### src/rtl/fetch_ctrl_if.sv
// Fetch-side bundle: instruction-memory read port, decode handshake, redirect/halt
// controls and the fault flag. The master modport is the fetch sequencer's view.
interface fetch_ctrl_if #(
  parameter int unsigned WIDTH = 32
);
  logic [31:0]      imem_pc;
  logic [WIDTH-1:0] imem_inst;
  logic             out_valid;
  logic             out_ready;
  logic [WIDTH-1:0] out_inst;
  logic [31:0]      out_pc;
  logic             redirect;
  logic [31:0]      redirect_pc;
  logic             halt;
  logic             fault;

  modport master (
    output imem_pc,
    input  imem_inst,
    output out_valid,
    input  out_ready,
    output out_inst,
    output out_pc,
    input  redirect,
    input  redirect_pc,
    input  halt,
    output fault
  );

  modport slave (
    input  imem_pc,
    output imem_inst,
    input  out_valid,
    output out_ready,
    input  out_inst,
    input  out_pc,
    output redirect,
    output redirect_pc,
    output halt,
    input  fault
  );
endinterface

### src/rtl/fetch_ctrl.sv
// Instruction fetch sequencer: owns the PC, reads the single-cycle instruction memory and
// buffers {inst, pc} pairs in a 2-entry prefetch FIFO toward decode.
module fetch_ctrl #(
  parameter int unsigned WIDTH     = 32,
  parameter int unsigned MEM_DEPTH = 16,
  parameter logic [31:0] RESET_PC  = 32'd0
) (
  input  logic         clk,
  input  logic         rst,
  fetch_ctrl_if.master bus
);

  typedef enum logic [1:0] {StFetch, StHold, StFault} state_e;

  state_e           state_q, state_d;
  logic [31:0]      pc_q, pc_d;
  logic [1:0]       count_q, count_d;
  logic             head_q, head_d;
  logic [WIDTH-1:0] inst_q [2];
  logic [WIDTH-1:0] inst_d [2];
  logic [31:0]      epc_q [2];
  logic [31:0]      epc_d [2];
  logic             fault_q, fault_d;

  logic out_valid;
  logic pop;
  logic in_range;
  logic fetch_ok;
  logic push;
  logic tail;

  assign out_valid = (count_q != 2'd0);
  assign pop       = out_valid & bus.out_ready;
  assign in_range  = (pc_q < 32'(MEM_DEPTH));
  assign fetch_ok  = (state_q == StFetch) & ~bus.halt & in_range;
  // A full FIFO can still accept when the head leaves in the same cycle.
  assign push      = fetch_ok & (~count_q[1] | pop);
  assign tail      = head_q ^ count_q[0];

  always_comb begin
    state_d   = state_q;
    pc_d      = pc_q;
    count_d   = count_q;
    head_d    = head_q;
    inst_d[0] = inst_q[0];
    inst_d[1] = inst_q[1];
    epc_d[0]  = epc_q[0];
    epc_d[1]  = epc_q[1];
    fault_d   = fault_q;

    if (bus.redirect) begin
      // Flush wins over everything: no push, no pop this cycle.
      count_d = 2'd0;
      pc_d    = bus.redirect_pc;
      fault_d = 1'b0;
      state_d = bus.halt ? StHold : StFetch;
    end else begin
      if (push) begin
        inst_d[tail] = bus.imem_inst;
        epc_d[tail]  = pc_q;
        pc_d         = pc_q + 32'd1;
      end
      if (pop) begin
        head_d = ~head_q;
      end
      count_d = count_q + {1'b0, push} - {1'b0, pop};

      unique case (state_q)
        StFetch: begin
          if (bus.halt) begin
            state_d = StHold;
          end else if (!in_range) begin
            state_d = StFault;
            fault_d = 1'b1;
          end
        end
        StHold: begin
          if (!bus.halt) begin
            state_d = StFetch;
          end
        end
        StFault: state_d = StFault;
        default: state_d = StFetch;
      endcase
    end
  end

  always_ff @(posedge clk or posedge rst) begin
    if (rst) begin
      state_q   <= StFetch;
      pc_q      <= RESET_PC;
      count_q   <= 2'd0;
      head_q    <= 1'b0;
      inst_q[0] <= '0;
      inst_q[1] <= '0;
      epc_q[0]  <= '0;
      epc_q[1]  <= '0;
      fault_q   <= 1'b0;
    end else begin
      state_q   <= state_d;
      pc_q      <= pc_d;
      count_q   <= count_d;
      head_q    <= head_d;
      inst_q[0] <= inst_d[0];
      inst_q[1] <= inst_d[1];
      epc_q[0]  <= epc_d[0];
      epc_q[1]  <= epc_d[1];
      fault_q   <= fault_d;
    end
  end

  assign bus.imem_pc   = pc_q;
  assign bus.out_valid = out_valid;
  assign bus.out_inst  = out_valid ? inst_q[head_q] : '0;
  assign bus.out_pc    = out_valid ? epc_q[head_q] : '0;
  assign bus.fault     = fault_q;

endmodule

### src/flat_wrapper.sv
// flat-port wrapper written by rule: the top's interface ports become plain ports
module fetch_ctrl_flat 
#(
  parameter int unsigned WIDTH     = 32,
  parameter int unsigned MEM_DEPTH = 16,
  parameter logic [31:0] RESET_PC  = 32'd0
)
  (clk, rst, bus_imem_pc, bus_imem_inst, bus_out_valid, bus_out_ready, bus_out_inst, bus_out_pc, bus_redirect, bus_redirect_pc, bus_halt, bus_fault);
  fetch_ctrl_if #(.WIDTH(WIDTH)) bus_i ();
  input  logic clk;
  input  logic rst;
  output wire logic [$bits(bus_i.imem_pc)-1:0] bus_imem_pc;
  input wire logic [$bits(bus_i.imem_inst)-1:0] bus_imem_inst;
  output wire logic [$bits(bus_i.out_valid)-1:0] bus_out_valid;
  input wire logic [$bits(bus_i.out_ready)-1:0] bus_out_ready;
  output wire logic [$bits(bus_i.out_inst)-1:0] bus_out_inst;
  output wire logic [$bits(bus_i.out_pc)-1:0] bus_out_pc;
  input wire logic [$bits(bus_i.redirect)-1:0] bus_redirect;
  input wire logic [$bits(bus_i.redirect_pc)-1:0] bus_redirect_pc;
  input wire logic [$bits(bus_i.halt)-1:0] bus_halt;
  output wire logic [$bits(bus_i.fault)-1:0] bus_fault;
  assign bus_imem_pc = bus_i.imem_pc;
  assign bus_i.imem_inst = bus_imem_inst;
  assign bus_out_valid = bus_i.out_valid;
  assign bus_i.out_ready = bus_out_ready;
  assign bus_out_inst = bus_i.out_inst;
  assign bus_out_pc = bus_i.out_pc;
  assign bus_i.redirect = bus_redirect;
  assign bus_i.redirect_pc = bus_redirect_pc;
  assign bus_i.halt = bus_halt;
  assign bus_fault = bus_i.fault;
  fetch_ctrl #(.WIDTH(WIDTH), .MEM_DEPTH(MEM_DEPTH), .RESET_PC(RESET_PC)) u_core (.clk(clk), .rst(rst), .bus(bus_i));
endmodule
### config.mk
export PLATFORM = sky130hd
export DESIGN_NAME = fetch_ctrl_flat
export DESIGN_NICKNAME = d
export VERILOG_FILES = /design/src/rtl/fetch_ctrl_if.sv /design/src/rtl/fetch_ctrl.sv /design/src/flat_wrapper.sv
export SDC_FILE = /design/constraint.sdc
export NUM_CORES = 1
export LEC_CHECK = 0
export CAP_MARGIN = 0
export CORE_MARGIN = 8
export CORE_UTILIZATION = 45
export DETAILED_ROUTE_END_ITERATION = 16
export PLACE_DENSITY = 0.73
export SYNTH_ARGS = -nofsm -noshare
export SYNTH_HDL_FRONTEND = slang
export SYNTH_SLANG_ARGS = --single-unit
export TNS_END_PERCENT = 1
### constraint.sdc
create_clock -name clk -period 14.7 [get_ports clk]
set_clock_uncertainty 0.15 [all_clocks]
set_input_delay 1.47 -clock clk [delete_from_list [all_inputs] [get_ports clk]]
set_output_delay 1.47 -clock clk [all_outputs]
set_load 0.02 [all_outputs]
## Word-level counts from Yosys, hierarchy flattened

Index checks and enable logic that the tools add are counted.
Widths: inputs -> output; s select.

| storage, ports and cells | value |
|---|---|
| register bits after elaboration | 166 |
| bits of input ports | 69 |
| output and inout port bits | 98 |
| logic and storage cells | 68 |

| cells by class | value |
|---|---|
| add/sub/neg operators | 3 |
| $lt $le $gt $ge | 4 |
| eq/ne operators | 6 |
| muxes and demuxes | 25 |
| bitwise operators | 12 |
| reduce and logical (&&, ||, !) cells | 9 |

Operators with widths:

| kind | number |
|---|---|
| $mux 32 | 11 |
| $bwmux 64 | 2 |
| $add 32x1->32 const B | 1 |
| $demux 32 s1 | 1 |
| $lt 32x5->1 const B | 1 |
| $mux 2 | 5 |
| $pmux 2 s3 | 1 |
| $reduce_and 2->1 | 3 |
| $reduce_bool 2->1 | 3 |
| $mux 1 | 5 |
| $and 1x1->1 | 4 |
| $ge 2x2->1 const B | 2 |
| $ne 2x2->1 const B | 2 |
| $ne 4x4->1 const B | 1 |
| $not 1->1 | 4 |
| $not 1->2 | 2 |
| $ne 3x3->1 const B | 1 |
| $reduce_and 3->1 | 1 |
| $add 2x1->2 | 1 |
| $eq 2x1->1 const B | 1 |
| $eq 2x2->1 const B | 1 |
| $logic_not 2->1 | 1 |
| $lt 2x1->1 const B | 1 |
| $sub 2x1->2 | 1 |
| 3 further kinds | 3 |

## Logic depth before layout (Yosys ltp)

Gate-level depths: netlist of run 1.

| depth | value |
|---|---|
| word-level depth | 7 |
| gate-level depth with buffers | 9 |
| mapped depth without buffers | 9 |

## Worst setup path before layout of run 1

No wires, ideal clock.

| timing path | value |
|---|---|
| path type | flip-flop to output port |
| from | reg u_core.head_q |
| to | out bus_out_inst[0] |
| arrival | 1722 ps |
| path slack | 11358 ps |
| cell stages (with the launch flop) | 6 |
| path buffers | 3 |
| cell sequence | dfrtp_1 clkbuf_1 buf_1 buf_1 mux2i_1 nor2_1 |

| on the way | value |
|---|---|
| longest elaborated chain between the ends | 5 |

RTL lines:

| element | RTL line | RTL |
|---|---|---|
| start: declaration | fetch_ctrl.sv:18 | `logic head_q, head_d;` |
| start signal: assignment | fetch_ctrl.sv:93 | `head_q <= 1'b0;` |
| start signal: assignment | fetch_ctrl.sv:103 | `head_q <= head_d;` |
| $not 1->2 (implied by the code) | fetch_ctrl.sv:114 | `assign bus.out_inst = out_valid ? inst_q[head_q] : '0;` |
| $mux 32 (implied by the code) (3 in a row) | fetch_ctrl.sv:114 |  |
| $mux 32 | fetch_ctrl.sv:114 |  |
| end: declaration | flat_wrapper.sv:16 | `output wire logic [$bits(bus_i.out_inst)-1:0] bus_out_inst;` |

Every way passes these cells. The select of a mux whose other input is x is not followed.

## Worst setup path in the final report of run 1

| timing path | value |
|---|---|
| from | reg u_core.head_q |
| to | out bus_out_pc[13] |

| on the way | value |
|---|---|
| longest elaborated chain between the ends | 5 |

RTL lines:

| element | RTL line | RTL |
|---|---|---|
| $not 1->2 (implied by the code) | fetch_ctrl.sv:115 | `assign bus.out_pc = out_valid ? epc_q[head_q] : '0;` |
| $mux 32 (implied by the code) (3 in a row) | fetch_ctrl.sv:115 |  |
| $mux 32 | fetch_ctrl.sv:115 |  |
| end: declaration | flat_wrapper.sv:17 | `output wire logic [$bits(bus_i.out_pc)-1:0] bus_out_pc;` |

Every way passes these cells. The select of a mux whose other input is x is not followed.

==> reports/summary.txt, run 1 <==
Run status: finished clean
Nature of the critical path endpoint: output port
CTS root buf: clkbuf_16
Mapped Nets: 624
Initial Util: 0.454
Max-Cap Viols: 0
Post-synth top flop: dfrtp_1
Met2 wire len: 7.73 mm
Cell area after synthesis: 7140 sq um
Register area share after synthesis: 0.582
Most common cell after layout, fill and taps aside: clkdlybuf4s50_1
Layout cell share with drive strength beyond 1: 0.137
Number of synthesized flops with an enable pin: 0
Hold Path Class: flip-flop to flip-flop
Antenna violations before repair: 0
Clock Sinks: 166
Routed WL: 16.5 mm
Vias after detailed routing: 4,797
CTS tree: built
Fmax: 229 MHz
Pwr/cell area: 117 nW/um^2
Final Wtd Congestion: 0.788
Reg area: 4160 sq um
CP max stage delay: 1.22 ns
Die area: 20,100 sq um
Total core area: 15,700 sq um
Nets@finish: 782
PortBufs: 166
DRC viols: 0
Worst vdd ir: 84.5 uV
Min Tclk post-route: 4.36 ns
GRT Resource Usage Total: 0.173
Setup violations, final: 0
First-pass GRT wire length: 27.6 mm
YS warnings: 0
Slew @ Worst Pin: 1.20 ns
Cts hold-fix bufs: 0
Post-CTS Setup Bufs: 0
Flops & latches, synth: 166
Clock Latency Late Sink: 0.42 ns
Slew HR: 0.203
Metal3 WL: 1.33 mm
Worst hold slack: 0.334 ns
Final slew viol count: 0
Arr. time, crit path: 2.74 ns
Iter 0 DRT Violations: 292
Antenna viol nets, final: 0
Resized cells post-CTS: 0
# IOs: 167
Uppermost layer routed: met4
Grt total ovfl: 0
Routed length per instance: 17.6 um
Hold Fails Final Rpt: 0
Max FO, Critical Path: 66
Non-filler instance count after layout: 939
Async set-or-reset flop fraction in the synthesized netlist: 1.00
Period Utilization, post-route: 0.297
Vias in the first global route: 5,211
Worst path required time: 13.08 ns
CTS Buf Count: 17
Post-route setup TNS: 0 ns
H-tree depth: 4
Dpl cells: 907
Fillers: 1,245
RSZ-0062 raised after global routing: false
CP Cell Sequence: mux2i_1 > nor2_1 > clkdlybuf4s50_1
Leakage power: 4.39 nW
Setup crit start kind: flip-flop
Die W: 142 um
Area growth from synthesis to layout: 33.6%
Synth Instances: 552
Distinct cells, synth: 38
Commonest non-fill, non-tap cells in the layout: 166 x clkdlybuf4s50_1, 165 x dfrtp_1, 68 x nor2_1, 64 x mux2i_1, 59 x nor2b_1
Syn_area_per_cell: 12.9 sq um
Pin count of the biggest net entering global routing: 91
DP Wirelength: 11.1 mm
Reg clk slew, reported paths: 0.06 ns
Finished Core Util: 0.607
Die Height: 142 um
Post-Route M1 WL: 7.19 mm
Vias/cell: 5.11
Deepest clock path buffer count: 2
Row Count: 46
ANT cells: 0
CP max stage cell: dfrtp_4
Multi-input gate area: 2820 sq um
Crit Path Category: flip-flop to output port
Pre-antenna DRT Iters: 4
-- power by group --
group	internal, mW	switching, mW	leakage, nW
registers	0.472	0.0581	2.22
clock network	0.246	0.175	0.270
logic	0.0948	0.0726	1.90
-- Yosys cell counts, types with 2 or more instances --
cell	instances	share of area
mux2_2	56	0.088
nor4_2	4	0.0070
nand2_1	3	0.0016
nor2_1	69	0.036
dfrtp_1	166	0.58
clkbuf_1	17	0.0089
nor3_1	3	0.0021
nor2b_1	59	0.052
and2_1	2	0.0018
buf_4	4	0.0042
or4_1	2	0.0021
xor2_1	3	0.0037
nand3_1	6	0.0042
mux2_1	43	0.068
inv_1	8	0.0042
ha_1	3	0.0053
o31ai_1	2	0.0021
buf_2	4	0.0028
nor4_4	2	0.0060
nor4_1	3	0.0026
a21oi_1	3	0.0021
and3_1	3	0.0026
nand4_1	3	0.0026
buf_1	7	0.0037
mux2i_1	64	0.090
-- through the flow --
step                power [mW]  setup slack [ns]  instance area, sq um
floorplan                0.631              8.59                  7140
global placement         0.705             10.58                  8980
detailed placement       0.708             10.46                  8980
CTS                       1.13             10.30                  9540
global route              1.17             10.21                  9540
finish                    1.12             10.34                  9540
-- worst max-delay path: cells and delay by family (launching register included) --
| kind | cells | cell delay [ns] |
|---|---|---|
| simple gates | 1 | 0.23 |
| buf+inv | 1 | 0.66 |
| flops | 1 | 1.22 |
| mux | 1 | 0.19 |
-- sequential cells by signal, summed over array words and instances, names as in the netlist --
name / flops
u_core.head_q: 1
u_core.epc_q: 64
u_core.count_q: 2
u_core.inst_q: 64
u_core.state_q: 2
u_core.bus.fault: 1
u_core.bus.imem_pc: 32
-- final cells by class --
class	instances	share of cell area
clock buffers	24	0.0505
clock inverters	8	0.00774
inverters	8	0.00367
multi-input cells	346	0.296
flip-flops and latches	166	0.436
well taps	216	0.0283
repair buffers	171	0.178
-- logic make-up (layout without fill, tap and decap cells) --
group                      after synthesis  count (layout)  synth area share
DFF                                    166             166             0.582
xor gates and xnor gates                 4               4           0.00491
and+or+nand+nor                        162             162             0.124
adders and majority gates                3               3           0.00526
buffers and inverters                   40             211            0.0238
AOI/OAI and AO/OA                       14              14            0.0137
muxes                                  163             163             0.246
-- layer usage --
metal,GRT usage,vias to the layer above
met5,0,-
met2,0.260,151
met1,0.220,2421
met3,0.0691,24
met4,0.0673,0
li1,-,2201
-- worst paths after layout --
kind                                                      end  slack [ns]                                from  cells past startpoint
setup / recovery                               bus_out_pc[13]       10.34           u_core.head_q$_DFFE_PP0P_                      3
hold / removal                   u_core.epc_q[33]$_DFFE_PP0P_        0.33        u_core.epc_q[33]$_DFFE_PP0P_                      1
setup reg to reg                 u_core.inst_q[4]$_DFFE_PP0P_       11.47  u_core.bus.imem_pc[18]$_DFFE_PP0P_                      5
hold reg to reg                  u_core.epc_q[33]$_DFFE_PP0P_        0.33        u_core.epc_q[33]$_DFFE_PP0P_                      1
max in group asynchronous        u_core.epc_q[32]$_DFFE_PP0P_       11.41                                 rst                      3
min in group asynchronous  u_core.bus.imem_pc[19]$_DFFE_PP0P_        1.37                                 rst                      2
(Power assumes the default switching activity.)
==> run 2, diff against run 1 <==
==> constraint.sdc (replaced) <==
create_clock -name clk -period 4.49 [get_ports clk]
set_clock_uncertainty 0.15 [all_clocks]
set_input_delay 0.449 -clock clk [delete_from_list [all_inputs] [get_ports clk]]
set_output_delay 0.449 -clock clk [all_outputs]
set_load 0.02 [all_outputs]
==> reports/summary.txt, run 2 (same netlist as run 1, synthesis figures left out) <==
Area growth from synthesis to layout: 33.8%
Setup crit start kind: flip-flop
Die Height: 142 um
Initial Util: 0.454
Row Count: 46
Worst vdd ir: 266 uV
Min Tclk post-route: 3.43 ns
Period Utilization, post-route: 0.764
Nature of the critical path endpoint: output port
Pin count of the biggest net entering global routing: 107
Sw Share: 0.269
Hold Fails Final Rpt: 0
CTS root buf: clkbuf_16
Total core area: 15,700 sq um
First-pass GRT wire length: 27.5 mm
Dpl cells: 910
Leakage power: 4.41 nW
Worst path required time: 3.89 ns
P_sw: 0.972 mW
CTS Buf Count: 17
Die W: 142 um
Clock Latency Late Sink: 0.42 ns
Final Wtd Congestion: 0.770
Hold Path Class: flip-flop to flip-flop
Antenna viol nets, final: 0
Arr. time, crit path: 2.83 ns
Most common cell after layout, fill and taps aside: clkdlybuf4s50_1
Max-Cap Viols: 0
Nets@finish: 785
Max FO, Critical Path: 44
Pwr/cell area: 378 nW/um^2
Non-filler instance count after layout: 939
Setup violations, final: 0
Slew @ Worst Pin: 1.01 ns
Die area: 20,100 sq um
Routed length per instance: 17.7 um
Fin area: 9550 sq um
Clock Sinks: 166
ANT cells: 0
Run status: finished clean
Vias in the first global route: 5,358
Routed WL: 16.7 mm
Pre-CTS setup slack: 1.25 ns
DP Wirelength: 11.2 mm
Vias/cell: 5.04
Layout cell share with drive strength beyond 1: 0.140
Post-CTS Setup Bufs: 0
Pre-antenna DRT Iters: 4
Grt total ovfl: 0
Commonest non-fill, non-tap cells in the layout: 166 x clkdlybuf4s50_1, 165 x dfrtp_1, 68 x nor2_1, 64 x mux2i_1, 59 x nor2b_1
PortBufs: 166
Iter 0 DRT Violations: 219
GRT Resource Usage Total: 0.172
Crit Path Category: flip-flop to output port
Sequential share of power: 0.468
RSZ-0062 raised after global routing: false
Fmax: 291 MHz
Worst Setup Slack, final: 1.06 ns
Vias after detailed routing: 4,728
Deepest clock path buffer count: 2
# IOs: 167
Int Pwr: 2.64 mW
Slew HR: 0.328
CTS tree: built
H-tree depth: 4
Clk pwr share: 0.367
Reg clk slew, reported paths: 0.06 ns
Cts hold-fix bufs: 0
Placement-stage cell area: 9020 sq um
Fillers: 1,252
DRC viols: 0
Antenna violations before repair: 0
Combinational power share: 0.166
Final slew viol count: 0
Post-route setup TNS: 0 ns
Resized cells post-CTS: 0
-- run 2: changes by cell type in the layout (fill, tap and decap cells not counted), sizes merged --
cell | before | now
clkbuf | 24 | 25
bufinv | 1 | 0
clkinv | 5 | 4
buf | 5 | 8
clkinvlp | 2 | 1
inv | 8 | 7
-- run 2: power groups by stage --
stage / Clock, mW / Sequential, mW / Combinational [mW]
after floorplan: 0 / 1.64 / 0.425
after global placement: 0 / 1.71 / 0.595
after detailed placement: 0 / 1.71 / 0.605
after CTS: 1.35 / 1.69 / 0.606
after global routing: 1.42 / 1.70 / 0.642
final: 1.32 / 1.69 / 0.597
-- run 2: stage by stage --
stage,hold WS (ns),utilization,total power [mW]
4_1_cts,0.338,0.608,3.64
3_3_place_gp,0.316,0.574,2.30
5_1_grt,0.360,0.608,3.76
6_report,0.335,0.608,3.61
3_5_place_dp,0.324,0.574,2.32
2_1_floorplan,0.304,-,2.07
-- run 2: worst max-delay path: stages, from the launching register on --
cell and delay [ns]:
dfrtp_4 0.94, buf_4 0.51, mux2i_1 0.29, nor2_1 0.07, clkdlybuf4s50_1 0.57
-- run 2: area by class of cell --
class / count / area, sq um / area share
well taps: 216 / 270 / 0.0283
clock inverters: 4 / 20.0 / 0.00210
flip-flops and latches: 166 / 4160 / 0.435
repair buffers: 174 / 1730 / 0.182
clock buffers: 25 / 515 / 0.0540
inverters: 8 / 33.8 / 0.00354
multi-input cells: 346 / 2820 / 0.295
-- run 2: layer usage --
layer | vias to the layer above | GRT usage | part of all wire
met5 | - | 0 | 0
met4 | 0 | 0.0554 | 0.011
met3 | 9 | 0.0704 | 0.078
met2 | 123 | 0.279 | 0.49
met1 | 2390 | 0.205 | 0.42
li1 | 2206 | - | -
-- run 2: path summary, 6_finish.rpt --
kind                                                         start                                 to  slack (ns)  cells past startpoint
max in group asynchronous                                      rst       u_core.epc_q[54]$_DFFE_PP0P_        2.69                      3
min in group asynchronous                                      rst  u_core.bus.imem_pc[2]$_DFFE_PP0P_        0.45                      2
worst min register to register        u_core.epc_q[32]$_DFFE_PP0P_       u_core.epc_q[32]$_DFFE_PP0P_        0.33                      1
worst max register to register  u_core.bus.imem_pc[18]$_DFFE_PP0P_        u_core.epc_q[3]$_DFFE_PP0P_        1.37                      5
worst min-delay path                  u_core.epc_q[32]$_DFFE_PP0P_       u_core.epc_q[32]$_DFFE_PP0P_        0.33                      1
worst max-delay path                     u_core.head_q$_DFFE_PP0P_                      bus_out_pc[9]        1.06                      4
==> run 3, diff against run 2 <==
--- a/config.mk
+++ b/config.mk
@@ -9,7 +9,7 @@
 export CORE_MARGIN = 8
 export CORE_UTILIZATION = 45
 export DETAILED_ROUTE_END_ITERATION = 16
-export PLACE_DENSITY = 0.73
+export PLACE_DENSITY = 0.76
 export SYNTH_ARGS = -nofsm -noshare
 export SYNTH_HDL_FRONTEND = slang
 export SYNTH_SLANG_ARGS = --single-unit
==> constraint.sdc (replaced) <==
create_clock -name clk -period 3.1 [get_ports clk]
set_clock_uncertainty 0.15 [all_clocks]
set_input_delay 0.31 -clock clk [delete_from_list [all_inputs] [get_ports clk]]
set_output_delay 0.31 -clock clk [all_outputs]
set_load 0.02 [all_outputs]
==> reports/summary.txt, run 3 (same netlist as run 1, synthesis figures left out) <==
Initial Util: 0.454
Die area: 20,100 sq um
DP Wirelength: 11.3 mm
Worst vdd ir: 398 uV
Setup crit start kind: flip-flop
P_sw: 1.44 mW
Post-route setup TNS: 0 ns
Area growth from synthesis to layout: 35.5%
Max-Cap Viols: 0
Row Count: 46
Final slew viol count: 0
Commonest non-fill, non-tap cells in the layout: 166 x clkdlybuf4s50_1, 165 x dfrtp_1, 68 x nor2_1, 64 x mux2i_1, 59 x nor2b_1
Most common cell after layout, fill and taps aside: clkdlybuf4s50_1
Vias in the first global route: 5,147
Period Utilization, post-route: 0.913
CTS root buf: clkbuf_16
Hold Path Class: input port to asynchronous set/reset pin
Cts hold-fix bufs: 0
Vias after detailed routing: 4,805
CP Cell Sequence: buf_12 > mux2i_1 > nor2_1 > clkdlybuf4s50_1
Sw Share: 0.266
Total core area: 15,700 sq um
Die W: 142 um
Pin count of the biggest net entering global routing: 83
Pwr/cell area: 557 nW/um^2
Clk pwr share: 0.380
Fmax: 353 MHz
Leakage power: 4.45 nW
Resized cells post-CTS: 0
Grt total ovfl: 0
Nature of the critical path endpoint: output port
H-tree depth: 4
Vias/cell: 5.08
Deepest clock path buffer count: 2
Post-CTS Setup Bufs: 0
Delay-heaviest family, CP: buffers and inverters
Critical Path Source: u_core.head_q$_DFFE_PP0P_
Antenna violations before repair: 0
Crit Path Category: flip-flop to output port
Sequential share of power: 0.440
Arr. time, crit path: 2.37 ns
ANT cells: 0
First-pass GRT wire length: 27.1 mm
Die Height: 142 um
Pre-antenna DRT Iters: 6
CTS tree: built
Run status: finished clean
RSZ-0062 raised after global routing: false
Routed WL: 16.5 mm
Min Tclk post-route: 2.83 ns
R2R Path Start: u_core.bus.imem_pc[15]$_DFFE_PP0P_
Slew @ Worst Pin: 0.503 ns
DRC viols: 0
Hold Fails Final Rpt: 0
Max FO, Critical Path: 34
Tot Pwr: 5.39 mW
Combinational power share: 0.179
CP max stage cell: dfrtp_4
CP max stage delay: 0.69 ns
Antenna viol nets, final: 0
CTS Buf Count: 17
Routed length per instance: 17.5 um
Int Pwr: 3.96 mW
Setup violations, final: 0
Final Wtd Congestion: 0.754
Reg clk slew, reported paths: 0.06 ns
Clock Sinks: 166
Nets@finish: 789
Layout cell share with drive strength beyond 1: 0.147
# IOs: 167
Slew HR: 0.662
PortBufs: 166
Worst path required time: 2.64 ns
Clock Latency Late Sink: 0.42 ns
Iter 0 DRT Violations: 236
Buf/Inv on CP: 2
GRT Resource Usage Total: 0.171
==> run 3: cell types whose count changed in the layout (fill, tap and decap cells not counted), sizes merged <==
cell	delta
clkinvlp	+2
clkinv	+1
clkbuf	-2
bufinv	+2
buf	+4
==> run 3: metal layers <==
layer,track usage,routed length (um),part of all wire
met2,0.279,8140,0.49
met1,0.201,6940,0.42
met3,0.0604,1080,0.066
met4,0.0729,366,0.022
met5,0,0,0
==> run 3: final cells by class <==
type                            count  area, sq um
Clock buffer                       23          478
Clock inverter                      9          100
Fill cell                        1217         6040
Inverter                            8         33.8
Multi-Input combinational cell    346         2820
Sequential cell                   166         4160
Tap cell                          216          270
Timing Repair Buffer              178         1810
==> run 3: path summary, 6_finish.rpt <==
path / end / slack, ns / cells past startpoint
max in group asynchronous: u_core.inst_q[47]$_DFFE_PP0P_ / 2.19 / 3
hold reg to reg: u_core.epc_q[32]$_DFFE_PP0P_ / 0.33 / 1
hold / removal: u_core.epc_q[3]$_DFFE_PP0P_ / 0.22 / 3
min in group clk: u_core.bus.imem_pc[4]$_DFFE_PP0P_ / 0.31 / 2
setup / recovery: bus_out_pc[2] / 0.27 / 4
setup reg to reg: u_core.epc_q[1]$_DFFE_PP0P_ / 0.47 / 5
==> run 3: metrics by stage <==
step / utilization / cells / setup WS, ns / area, sq um / hold slack, ns
2_1_floorplan: - / 552 / 0.527 / 7140 / 0.294
3_3_place_gp: 0.579 / 914 / 0.426 / 9100 / 0.316
3_5_place_dp: 0.579 / 914 / 0.352 / 9100 / 0.324
4_1_cts: 0.616 / 946 / 0.219 / 9680 / 0.223
5_1_grt: 0.616 / 946 / 0.125 / 9680 / 0.241
6_report: 0.616 / 946 / 0.270 / 9680 / 0.217
==> run 3: worst min-delay path, stage by stage <==
cell	delay (ns)
clkdlybuf4s50_1	0.44
clkinvlp_4	0.14
buf_12	0.27
==> run 3: power groups by stage <==
stage | Clock (mW) | Sequential [mW] | Combinational [mW]
after CTS | 2.11 | 2.38 | 0.982
after floorplan | 0 | 2.38 | 0.615
after global placement | 0 | 2.41 | 0.962
after detailed placement | 0 | 2.41 | 0.978
final | 2.05 | 2.38 | 0.966
after global routing | 2.20 | 2.39 | 1.04
